<file path="config.mk">
export PLATFORM = sky130hd
export DESIGN_NAME = div_exec_unit
export DESIGN_NICKNAME = d
export VERILOG_FILES = /design/src/rtl/div_exec_unit.sv
export SDC_FILE = /design/constraint.sdc
export NUM_CORES = 1
export LEC_CHECK = 0
export ABC_AREA = 1
export CAP_MARGIN = 20
export CORE_ASPECT_RATIO = 1.1
export CORE_MARGIN = 2
export CORE_UTILIZATION = 45
export CTS_CLUSTER_SIZE = 30
export DETAILED_ROUTE_END_ITERATION = 16
export HOLD_SLACK_MARGIN = 0.1
export PLACE_DENSITY = 0.72
export SLEW_MARGIN = 10
export SYNTH_ARGS = -nofsm -noshare
export SYNTH_HDL_FRONTEND = slang
export SYNTH_SLANG_ARGS = --single-unit
export TNS_END_PERCENT = 20
</file>
<file path="constraint.sdc">
create_clock -name clk -period 4.8 [get_ports clk]
set_input_delay 0.96 -clock clk [delete_from_list [all_inputs] [get_ports clk]]
set_output_delay 0.96 -clock clk [all_outputs]
set_load 0.02 [all_outputs]
</file>
<file path="src/rtl/div_exec_unit.sv">
// Iterative restoring divider behind the divide reservation station: queues issue packets,
// reads operands by tag, produces one quotient bit per cycle and pulses the DIV result bus.
module div_exec_unit #(
    parameter int DEPTH = 4,
    parameter int XLEN  = 32,
    parameter int ITER  = 32
) (
    input  logic            clk,
    input  logic            reset,
    input  logic [60:0]     issue_pkt,
    input  logic            exception_sig,
    input  logic            mret_sig,
    output logic [7:0]      rf_rs1_addr,
    input  logic [XLEN-1:0] rf_rs1_data,
    output logic [7:0]      rf_rs2_addr,
    input  logic [XLEN-1:0] rf_rs2_data,
    output logic            DIV_result_valid,
    output logic [7:0]      DIV_result_dest,
    output logic [XLEN-1:0] DIV_result_data,
    output logic [31:0]     DIV_result_PC,
    output logic            div_busy,
    output logic            div_ovf_err,
    output logic [1:0]      dbg_state_o
);

    localparam int PW = (DEPTH > 1) ? $clog2(DEPTH) : 1;
    localparam int CW = $clog2(ITER + 1);
    localparam logic [PW:0]     FULL_CNT = (PW+1)'(DEPTH);
    localparam logic [CW-1:0]   ITER_CNT = CW'(ITER);
    localparam logic [XLEN-1:0] SMIN     = {1'b1, {(XLEN-1){1'b0}}};

    typedef enum logic [1:0] {S_IDLE = 2'd0, S_CALC = 2'd1, S_DONE = 2'd2} state_t;

    state_t          state_q, state_d;
    logic [59:0]     fifo_q [DEPTH];
    logic [PW-1:0]   wr_ptr_q, wr_ptr_d, rd_ptr_q, rd_ptr_d;
    logic [PW:0]     count_q, count_d;
    logic            ovf_q, ovf_d;
    logic [XLEN-1:0] dvd_q, dvd_d, dsr_q, dsr_d, rem_q, rem_d, res_q, res_d;
    logic [CW-1:0]   cnt_q, cnt_d;
    logic [1:0]      op_q, op_d;
    logic            qneg_q, qneg_d, rneg_q, rneg_d;
    logic [7:0]      rd_q, rd_d;
    logic [31:0]     pc_q, pc_d;

    logic            flush, pop, push_req, push_ok;
    logic [59:0]     head;
    logic            h_sgn, div0, sovf;
    logic [XLEN-1:0] abs_a, abs_b;
    logic [XLEN:0]   rem_shift;
    logic [XLEN+1:0] diff;
    logic            qbit;
    logic [XLEN-1:0] rem_step, quo_step, q_fix, r_fix;
    logic            unused_aluop_hi;

    assign flush    = reset | exception_sig | mret_sig;
    assign head     = fifo_q[rd_ptr_q];
    assign pop      = (state_q == S_IDLE) && (count_q != '0) && !flush;
    assign push_req = issue_pkt[60] && !flush;
    // A full FIFO still accepts a push when the head leaves in the same cycle.
    assign push_ok  = push_req && ((count_q != FULL_CNT) || pop);

    assign rf_rs1_addr     = pop ? head[15:8] : 8'd0;
    assign rf_rs2_addr     = pop ? head[7:0]  : 8'd0;
    assign unused_aluop_hi = ^head[19:18];

    assign h_sgn = ~head[16];
    assign div0  = (rf_rs2_data == '0);
    assign sovf  = h_sgn && (rf_rs1_data == SMIN) && (rf_rs2_data == '1);
    assign abs_a = (h_sgn && rf_rs1_data[XLEN-1]) ? -rf_rs1_data : rf_rs1_data;
    assign abs_b = (h_sgn && rf_rs2_data[XLEN-1]) ? -rf_rs2_data : rf_rs2_data;

    // Partial remainder is one bit wider than the divisor so large unsigned divisors work.
    assign rem_shift = {rem_q, dvd_q[XLEN-1]};
    assign diff      = {1'b0, rem_shift} - {2'b00, dsr_q};
    assign qbit      = ~diff[XLEN+1];
    assign rem_step  = qbit ? diff[XLEN-1:0] : rem_shift[XLEN-1:0];
    assign quo_step  = {dvd_q[XLEN-2:0], qbit};
    assign q_fix     = qneg_q ? -quo_step : quo_step;
    assign r_fix     = rneg_q ? -rem_step : rem_step;

    always_comb begin
        state_d  = state_q;
        wr_ptr_d = wr_ptr_q;
        rd_ptr_d = rd_ptr_q;
        count_d  = count_q + (PW+1)'(push_ok) - (PW+1)'(pop);
        ovf_d    = ovf_q | (push_req & ~push_ok);
        dvd_d    = dvd_q;
        dsr_d    = dsr_q;
        rem_d    = rem_q;
        res_d    = res_q;
        cnt_d    = cnt_q;
        op_d     = op_q;
        qneg_d   = qneg_q;
        rneg_d   = rneg_q;
        rd_d     = rd_q;
        pc_d     = pc_q;
        if (push_ok) wr_ptr_d = wr_ptr_q + PW'(1);
        if (pop)     rd_ptr_d = rd_ptr_q + PW'(1);
        case (state_q)
            S_IDLE: begin
                if (pop) begin
                    pc_d   = head[59:28];
                    rd_d   = head[27:20];
                    op_d   = head[17:16];
                    qneg_d = h_sgn & (rf_rs1_data[XLEN-1] ^ rf_rs2_data[XLEN-1]);
                    rneg_d = h_sgn & rf_rs1_data[XLEN-1];
                    dvd_d  = abs_a;
                    dsr_d  = abs_b;
                    rem_d  = '0;
                    cnt_d  = ITER_CNT;
                    if (div0) begin
                        res_d   = head[17] ? rf_rs1_data : '1;
                        state_d = S_DONE;
                    end else if (sovf) begin
                        res_d   = head[17] ? '0 : SMIN;
                        state_d = S_DONE;
                    end else begin
                        state_d = S_CALC;
                    end
                end
            end
            S_CALC: begin
                rem_d = rem_step;
                dvd_d = quo_step;
                cnt_d = cnt_q - CW'(1);
                if (cnt_q == CW'(1)) begin
                    res_d   = op_q[1] ? r_fix : q_fix;
                    state_d = S_DONE;
                end
            end
            S_DONE:  state_d = S_IDLE;
            default: state_d = S_IDLE;
        endcase
        // Flush discards queued and in-flight work but keeps the sticky overflow flag.
        if (flush) begin
            state_d  = S_IDLE;
            wr_ptr_d = '0;
            rd_ptr_d = '0;
            count_d  = '0;
        end
    end

    always_ff @(posedge clk) begin
        if (reset) begin
            state_q  <= S_IDLE;
            wr_ptr_q <= '0;
            rd_ptr_q <= '0;
            count_q  <= '0;
            ovf_q    <= 1'b0;
            dvd_q    <= '0;
            dsr_q    <= '0;
            rem_q    <= '0;
            res_q    <= '0;
            cnt_q    <= '0;
            op_q     <= '0;
            qneg_q   <= 1'b0;
            rneg_q   <= 1'b0;
            rd_q     <= '0;
            pc_q     <= '0;
        end else begin
            state_q  <= state_d;
            wr_ptr_q <= wr_ptr_d;
            rd_ptr_q <= rd_ptr_d;
            count_q  <= count_d;
            ovf_q    <= ovf_d;
            dvd_q    <= dvd_d;
            dsr_q    <= dsr_d;
            rem_q    <= rem_d;
            res_q    <= res_d;
            cnt_q    <= cnt_d;
            op_q     <= op_d;
            qneg_q   <= qneg_d;
            rneg_q   <= rneg_d;
            rd_q     <= rd_d;
            pc_q     <= pc_d;
        end
    end

    always_ff @(posedge clk) begin
        if (push_ok) fifo_q[wr_ptr_q] <= issue_pkt[59:0];
    end

    assign DIV_result_valid = (state_q == S_DONE);
    assign DIV_result_dest  = DIV_result_valid ? rd_q  : 8'd0;
    assign DIV_result_data  = DIV_result_valid ? res_q : '0;
    assign DIV_result_PC    = DIV_result_valid ? pc_q  : 32'd0;
    assign div_busy         = (state_q != S_IDLE) || (count_q != '0);
    assign div_ovf_err      = ovf_q;
    assign dbg_state_o      = state_q;

endmodule

</file>
**Word level (Yosys, flattened, before mapping)**

Memory sizes are Yosys's and may differ from the RTL's. A register that Yosys moved wholly into a read port is not among the register bits.
Index checks and enable logic that the tools add are counted.

- Register bits after elaboration: 188
- Memory bits (writable): 240
- Bits of input ports: 129
- Output and inout port bits: 93
- Word-level logic and storage cells: 99
- Memories kept: 1

- $add $sub $neg: 10
- Equal/unequal tests: 9
- Mux-type cells: 33
- Bitwise logic cells: 10
- Reduce and logical (&&, ||, !) cells: 21

Memory list:

| name | depth | bits a word | read ports | clocked after Yosys merged registers in | wr ports | line | text |
|---|---|---|---|---|---|---|---|
| fifo_q | 4 | 60 | 1 | 1 | 1 | 35 | `logic [59:0] fifo_q [DEPTH];` |

Operators by type and width:

| cell | count |
|---|---|
| $mux W32 | 16 |
| $pmux W32 S2 | 3 |
| $neg A32 Y32 | 4 |
| $eq A32 B32 Y1 const B | 2 |
| $sub A33 B32 Y34 | 1 |
| $logic_not A32 Y1 | 1 |
| $mux W8 | 3 |
| $mux W2 | 6 |
| $pmux W6 S2 | 1 |
| $logic_and A1 B1 Y1 | 8 |
| $eq A6 B1 Y1 const B | 1 |
| $mux W6 | 1 |
| $ne A3 B3 Y1 const B | 2 |
| $reduce_and A2 Y1 | 3 |
| $sub A6 B1 Y6 const B | 1 |
| $add A2 B1 Y2 const B | 2 |
| $ne A2 B2 Y1 const B | 2 |
| $pmux W2 S2 | 1 |
| $reduce_and A4 Y1 | 1 |
| $reduce_bool A2 Y1 | 2 |
| $add A3 B1 Y3 | 1 |
| $and A1 B1 Y1 | 3 |
| $not A1 Y1 | 3 |
| $or A1 B1 Y1 | 3 |
| other kinds (10) | 12 |

**Logic depth before layout (Yosys ltp)**

Gate-level depths: netlist of the first run.

- Depth in word-level cells: 9
- Depth in mapped cells: 32
- Gate-level depth less buffers: 31

**Least setup slack after synthesis of the first run**

Ideal clock, no wire load.

- Path type: input -> register
- Start: in exception_sig
- End: mem fifo_q[0][0] (enable)
- Library setup time: 474 ps
- Arrival time: 4151 ps
- Data required time: 4326 ps
- Setup slack: 175 ps
- Stages: 5
- Path buffers: 0
- Cells stage by stage: nor3_2 > nand2_1 > nand2_1 > nand3_1 > nor2_1

- Longest elaborated chain between the ends: 8
- Elaborated cells between the ends (all ways): 9
- Classes of those cells: mux: 2; bitwise: 2; reduce/logical: 5

RTL lines:

| item | line | text |
|---|---|---|
| start: declaration | 11 | `input logic exception_sig,` |
| $or A1 B1 Y1 * (2 in series) | 56 | `assign flush = reset \| exception_sig \| mret_sig;` |
| $logic_not A1 Y1 * | 58, 59 |  |
| $logic_and A1 B1 Y1 | 58 | `assign pop = (state_q == S_IDLE) && (count_q != '0) && !flush;` |
| $logic_or A1 B1 Y1 | 61 | `assign push_ok = push_req && ((count_q != FULL_CNT) \|\| pop);` |
| $logic_and A1 B1 Y1 * | 61 |  |
| $mux W1 * | 181 | `if (push_ok) fifo_q[wr_ptr_q] <= issue_pkt[59:0];` |
| $mux W1 (implied by the code) * | 181 |  |
| end: declaration | 35 |  |

Mark *: on every way between the ends. The rest lies on a longest branch, timed or not.

**Worst setup path after layout of the first run**

- Start: reg rem_q[3]
- End: reg res_q[30]

- Longest elaborated chain between the ends: 7
- Elaborated cells between the ends (all ways): 10
- Classes of those cells: add/sub: 3; mux: 6; bitwise: 1

RTL lines:

| item | line | text |
|---|---|---|
| start: declaration | 39 | `logic [XLEN-1:0] dvd_q, dvd_d, dsr_q, dsr_d, rem_q, rem_d, res_q, res_d;` |
| start signal: assignment | 169 | `rem_q <= rem_d;` |
| $sub A33 B32 Y34 | 75 | `assign diff = {1'b0, rem_shift} - {2'b00, dsr_q};` |
| $mux W32 / $not A1 Y1 (equally long branches) | 77, 76 |  |
| $neg A32 Y32, on equally long branches | 80, 79 |  |
| $mux W32, on equally long branches | 80, 79 |  |
| $mux W32 * | 128 | `res_d = op_q[1] ? r_fix : q_fix;` |
| $mux W32 * | 127 | `if (cnt_q == CW'(1)) begin` |
| $pmux W32 S2 * | 100 | `case (state_q)` |
| end signal: assignment | 170 | `res_q <= res_d;` |
| end: declaration | 39 |  |

Mark *: on every way between the ends. The rest lies on a longest branch, timed or not. The select of a mux whose other input is x is not followed.
A chain may end at the register's enable or synchronous reset.

==> out/metrics.cfg, run 1 <==
[placed_design]
gp_congestion = 0.958
dp_hpwl_um = 44700
portBuffers = 219

[clocking]
cts.hold.buffers_added = 0
root_buffer = clkbuf_16
cts_resized = 0
clk_pin_slew_worst_paths_ps = 60
cts.sinks = 421
cts_buffers = 43
post_cts_buffers = 0
cts_buffer_depth = 3
cts_tree = yes
insertion_delay_ps = 570
cts.htree.levels = 2

[synthesis]
synth_edf_count = 232
synth.net_count = 3249
synthMuxAreaShare = 0
synth_top_family_by_area = simple AND/OR/NAND/NOR gates
syn_inst = 3073
yosys-top-cells-area = edfxtp_1 30%, dfxtp_1 16%, nand2_1 11%, nor2_1 6.5%, inv_1 6.4%
synth_area_leader_cell = edfxtp_1
yosysUniqueCellTypes = 56
ys_warn_count = 0
yosysSeqAreaShare = 0.462
synth-simple-area-share = 0.247
synthArstFlopShare = 0
netlist_area_um2 = 23300
synthFlopType = edfxtp_1
synth-xor-area-share = 0.0211
yosys.area_share.adder = 0.0259
synth-compound-area-share = 0.152
synth_seq_cells = 421
yosysMostFrequentCell = nand2_1
synth_top_cells_by_count = 662 x nand2_1, 401 x nor2_1, 395 x inv_1
synth_area_per_cell_um2 = 7.57
yosysTopAreaCellShare = 0.300

[pwr]
power_density_nw_per_um2 = 283
p_sw_mw = 1.72
p_int_mw = 6.07
switching_share = 0.221
p_leak_nw = 11.1
p_clk_frac = 0.451
pwr-share-comb = 0.060
power_frac_seq = 0.489
peakVddDrop_v = 0.000318

[sta]
finClkSkew_ps = 22.0
slew_violations = 0
whs_ps = 452
fin_crit_ps = 4180
setup_violations = 0
period_share = 0.871
max_freq_ghz = 0.239
hold_viol_final = 0
tightest_slew_ps = 930
fin_tns_setup_ps = 0
slew_headroom = 0.380
rsz0062_at_grt = no

[worst_setup_path]
cp_common_cell = nand2_1
critPathMaxFanout = 20
cp.arrival_ps = 4590
path_class = reg2reg
critPathLaunchType = flop
worstPathRequired_ps = 5210
max_stage_delay_ps = 450
worst_setup_path_end_kind = flop
critical_path.slowest_cell = dfxtp_1

[cells_and_area]
nNetsFinal = 3412
diodes = 0
area_growth_pct = 18.6
drive_gt1_frac = 0.0639
num-fill-cells = 4767

[grt]
grt_first_pass_wirelength_um = 103000
antenna_found_initial = 4
grtUsageTotal = 0.240
grt_overflow = 0
first_global_vias = 19663
grt_max_degree = 84

[drt]
dr.first_iter.drc_count = 1574
drc = 0
vias = 20865
firstDrtPassIters = 6
wirelength_um = 65100
ant_nets = 0
vias_per_cell = 5.30
wl_per_cell_um = 16.5

[floorplanning]
core_um2 = 51200
die_area_um2 = 53500
ios = 222
die_x_um = 221
num_rows = 87
initial_core_util = 0.454
die_h_um = 242

[hold_path]
hold_class = reg2reg

[run_status]
run_status = complete, no violations

[job]
cap_viol_max_count = 0

## registers in the layout, summed over array words and instances, names as in the netlist, named ones only
| signal | flops |
|---|---|
| count_q | 3 |
| qneg_q | 1 |
| pc_q | 32 |
| dbg_state_o | 2 |
| dvd_q | 32 |
| rd_q | 8 |
| rd_ptr_q | 2 |
| op_q | 1 |
| cnt_q | 6 |
| rem_q | 32 |
| dsr_q | 32 |
| wr_ptr_q | 2 |
| fifo_q | 232 |
| div_ovf_err | 1 |
| rneg_q | 1 |
| res_q | 32 |
## power groups by stage
stage | logic [mW] | clock network, mW | registers (mW)
CTS | 0.464 | 3.57 | 3.81
detailed placement | 0.461 | 0 | 3.89
finish | 0.470 | 3.51 | 3.81
global route | 0.516 | 3.71 | 3.81
floorplan | 0.240 | 0 | 3.89
global placement | 0.458 | 0 | 3.89
## critical path, delay by kind of cell (launching register included)
kind / cells / cell delay [ps]
flip-flops: 1 / 450
AO/OA/AOI/OAI: 5 / 590
adder cells (fa/ha/maj): 2 / 550
AND/OR/NAND/NOR: 20 / 2160
buffers and inverters: 3 / 280
## cells in the final DEF (no fill, tap or decap), drive strengths merged, types with 3 or more instances in the layout
master         netlist  routed
o211ai              16      16
xor2                47      47
clkdlybuf4s50        0     218
nand4               34      34
o22ai               58      58
or2                  6       6
nor3                39      39
clkbuf             116      62
nand3              138     138
nor2               425     425
xnor2                9       9
nor4                11      11
dfxtp              189     189
clkinv               3      12
a21oi              232     232
bufinv               0       4
buf                 23      39
inv                404     408
a31oi               37      37
o31ai                3       3
ha                  45      45
o21a                 3       3
edfxtp             232     232
o21bai               3       3
a211oi               4       4
o221ai               5       5
o21ai              276     276
nand3b               9       9
nand2              691     691
## kinds of logic after synthesis
group,Yosys count
simple gates,1356
compound gates,647
buf+inv,546
flops,421
xor+xnor,56
fa+ha+maj,47
## through the flow
| stage | total power [mW] | instance area (µm²) | cells | utilization | setup slack, ps |
|---|---|---|---|---|---|
| after floorplan | 4.13 | 23300 | 3073 | - | 175 |
| after global placement | 4.35 | 26100 | 3858 | 0.510 | 332 |
| after detailed placement | 4.35 | 26100 | 3858 | 0.510 | 281 |
| after CTS | 7.85 | 27600 | 3937 | 0.539 | 549 |
| after global routing | 8.03 | 27600 | 3937 | 0.539 | 1.86 |
| final | 7.79 | 27600 | 3937 | 0.539 | 617 |
## per-layer routing
| layer | track usage | up-vias | share of wire |
|---|---|---|---|
| met1 | 0.297 | 9609 | 0.41 |
| met4 | 0.0833 | 8 | 0.033 |
| met3 | 0.0453 | 133 | 0.066 |
| met5 | 0 | - | 0.00084 |
| li1 | - | 10460 | - |
| met2 | 0.415 | 655 | 0.49 |
## path summary, 6_finish.rpt
kind	from	to	slack, ps	cells past startpoint
hold / removal	rd_q[4]	rd_q[4]	450	2
setup / recovery	rem_q[3]	res_q[30]	620	30
setup reg to reg	rem_q[3]	res_q[30]	620	30
hold reg to reg	rd_q[4]	rd_q[4]	450	2
## final cells by class
| type | instances | area (µm²) | area share |
|---|---|---|---|
| clock buffers | 62 | 1270 | 0.0461 |
| clock inverters | 17 | 221 | 0.00803 |
| inverters | 407 | 1530 | 0.0555 |
| multi-input cells | 2106 | 10400 | 0.379 |
| flip-flops and latches | 421 | 10800 | 0.390 |
| well taps | 667 | 835 | 0.0303 |
| repair buffers | 257 | 2520 | 0.0916 |
Note: power is estimated with default switching activity, not from simulation.
==> inputs of run 2 (changes only) <==
--- a/config.mk
+++ b/config.mk
@@ -14,8 +14,8 @@
 export DETAILED_ROUTE_END_ITERATION = 16
 export HOLD_SLACK_MARGIN = 0.1
 export PLACE_DENSITY = 0.72
+export REMOVE_ABC_BUFFERS = 1
 export SLEW_MARGIN = 10
 export SYNTH_ARGS = -nofsm -noshare
 export SYNTH_HDL_FRONTEND = slang
 export SYNTH_SLANG_ARGS = --single-unit
-export TNS_END_PERCENT = 20
==> run 2 against run 1 <==
  * Fmax fell by 1.1%
  * Sequential cell count unchanged
  * Non-clock buffer count rose by 6
  * First-iteration DRC count down 1.5%
  * Count of clock-buffer cells in the layout rose by 1
  * Global-route usage grew 0.31 points
  * Clock power is essentially flat
  * Register-to-register slack improved by 50 ps
==> out/metrics.cfg, run 2 (synthesis gave the netlist of run 1 again) <==
[run_status]
run_status = complete, no violations

[sta]
whs_ps = 452
rsz0062_at_grt = no
hold_viol_final = 0
slew_headroom = 0.300
fin_crit_ps = 4230
setup_violations = 0
tightest_slew_ps = 1050
slew_violations = 0
max_freq_ghz = 0.236
period_share = 0.881
finClkSkew_ps = 27.6
fin_tns_setup_ps = 0

[clocking]
root_buffer = clkbuf_16
cts.sinks = 421
cts_buffer_depth = 3
post_cts_buffers = 0
cts_resized = 0
cts.hold.buffers_added = 0
clk_pin_slew_worst_paths_ps = 60
cts_buffers = 43
cts_tree = yes
insertion_delay_ps = 600
cts.htree.levels = 2

[floorplanning]
die_x_um = 221
ios = 222
die_h_um = 242
initial_core_util = 0.454
num_rows = 87
core_um2 = 51200
die_area_um2 = 53500

[placed_design]
placed_area_um2 = 26200
gp_congestion = 0.960
portBuffers = 219
dp_hpwl_um = 45300

[grt]
grt_overflow = 0
grt_max_degree = 137
grtUsageTotal = 0.243
grt_first_pass_wirelength_um = 103000
first_global_vias = 19747
antenna_found_initial = 8

[hold_path]
hold_class = reg2reg

[cells_and_area]
largest_register = fifo_q
mostFrequentLayoutCells = 662 x nand2_1, 395 x nor2_1, 393 x inv_1, 265 x o21ai_0, 232 x edfxtp_1
final_common_cell = nand2_1
area_growth_pct = 18.9
diodes = 0
drive_gt1_frac = 0.0653
largest_register_ffs = 232
final_core_util = 0.541
nNetsFinal = 3418
finalInstanceArea_um2 = 27700

[drt]
vias_per_cell = 5.29
firstDrtPassIters = 7
drc = 0
dr.first_iter.drc_count = 1550
wirelength_um = 65500
vias = 20870
ant_nets = 0
wl_per_cell_um = 16.6

[pwr]
peakVddDrop_v = 0.000309
p_leak_nw = 11.1
power_density_nw_per_um2 = 283

[worst_setup_path]
cp.arrival_ps = 3270
worstPathRequired_ps = 3840
path_class = in2out
critPathLaunchType = primary input
critPathMaxFanout = 20
worst_setup_path_end_kind = output port

[job]
cap_viol_max_count = 0

==> run 2: cell types whose count changed in the layout (fill, tap and decap cells not counted), moves of 2 or more <==
cell	delta
clkbuf_16	-2
buf_12	+3
clkinv_2	-6
clkinvlp_4	+5
buf_4	+3
clkbuf_1	+2
==> run 2: area by class of cell <==
type	count	area, µm²
Clock buffer	63	1240
Fill cell	4825	23500
Sequential cell	421	10800
Clock inverter	17	264
Inverter	407	1530
Timing Repair Buffer	263	2610
Multi-Input combinational cell	2106	10400
Tap cell	667	835
==> run 2: stage by stage <==
stage,setup WS (ps),std cells,total power [mW]
2_1_floorplan,-3060,2934,4.11
3_3_place_gp,361,3864,4.34
3_5_place_dp,290,3864,4.35
4_1_cts,519,3944,7.87
5_1_grt,66.6,3944,8.06
6_report,571,3944,7.81
==> run 2: critical path: stages <==
cell and delay [ps]:
clkdlybuf4s50_1 420, nor3_2 180, buf_4 170, nand2_1 120, nor2_4 570, nand2_1 150, inv_1 80, clkdlybuf4s50_1 590
==> run 2: worst paths after layout <==
| kind | startpoint | endpoint | cells after the start | slack (ps) |
|---|---|---|---|---|
| max | exception_sig | rf_rs1_addr[0] | 8 | 570 |
| min | pc_q[0] | pc_q[0] | 2 | 450 |
| max reg2reg | dsr_q[6] | res_q[30] | 31 | 670 |
| min reg2reg | pc_q[0] | pc_q[0] | 2 | 450 |
==> run 2: routing by layer <==
| metal | track usage | routed length (µm) |
|---|---|---|
| met1 | 0.289 | 26300 |
| met2 | 0.426 | 32200 |
| met3 | 0.0542 | 4490 |
| met4 | 0.0882 | 2360 |
| met5 | 0 | 107 |
==> run 2: where the power goes <==
group / leakage [nW] / switching [mW] / internal, mW / total (mW)
clock: 0.719 / 1.45 / 2.09 / 3.54
combinational: 6.77 / 0.274 / 0.188 / 0.461
sequential: 3.61 / 0.00290 / 3.81 / 3.81
total: 11.1 / 1.73 / 6.08 / 7.81
==> inputs of run 3 (changes only) <==
--- a/config.mk
+++ b/config.mk
@@ -10,7 +10,7 @@
 export CORE_ASPECT_RATIO = 1.1
 export CORE_MARGIN = 2
 export CORE_UTILIZATION = 45
-export CTS_CLUSTER_SIZE = 30
+export CTS_CLUSTER_SIZE = 24
 export DETAILED_ROUTE_END_ITERATION = 16
 export HOLD_SLACK_MARGIN = 0.1
 export PLACE_DENSITY = 0.72
==> results of run 3 <==
Same layout as run 2: the final DEF is identical, and so are final timing and power.
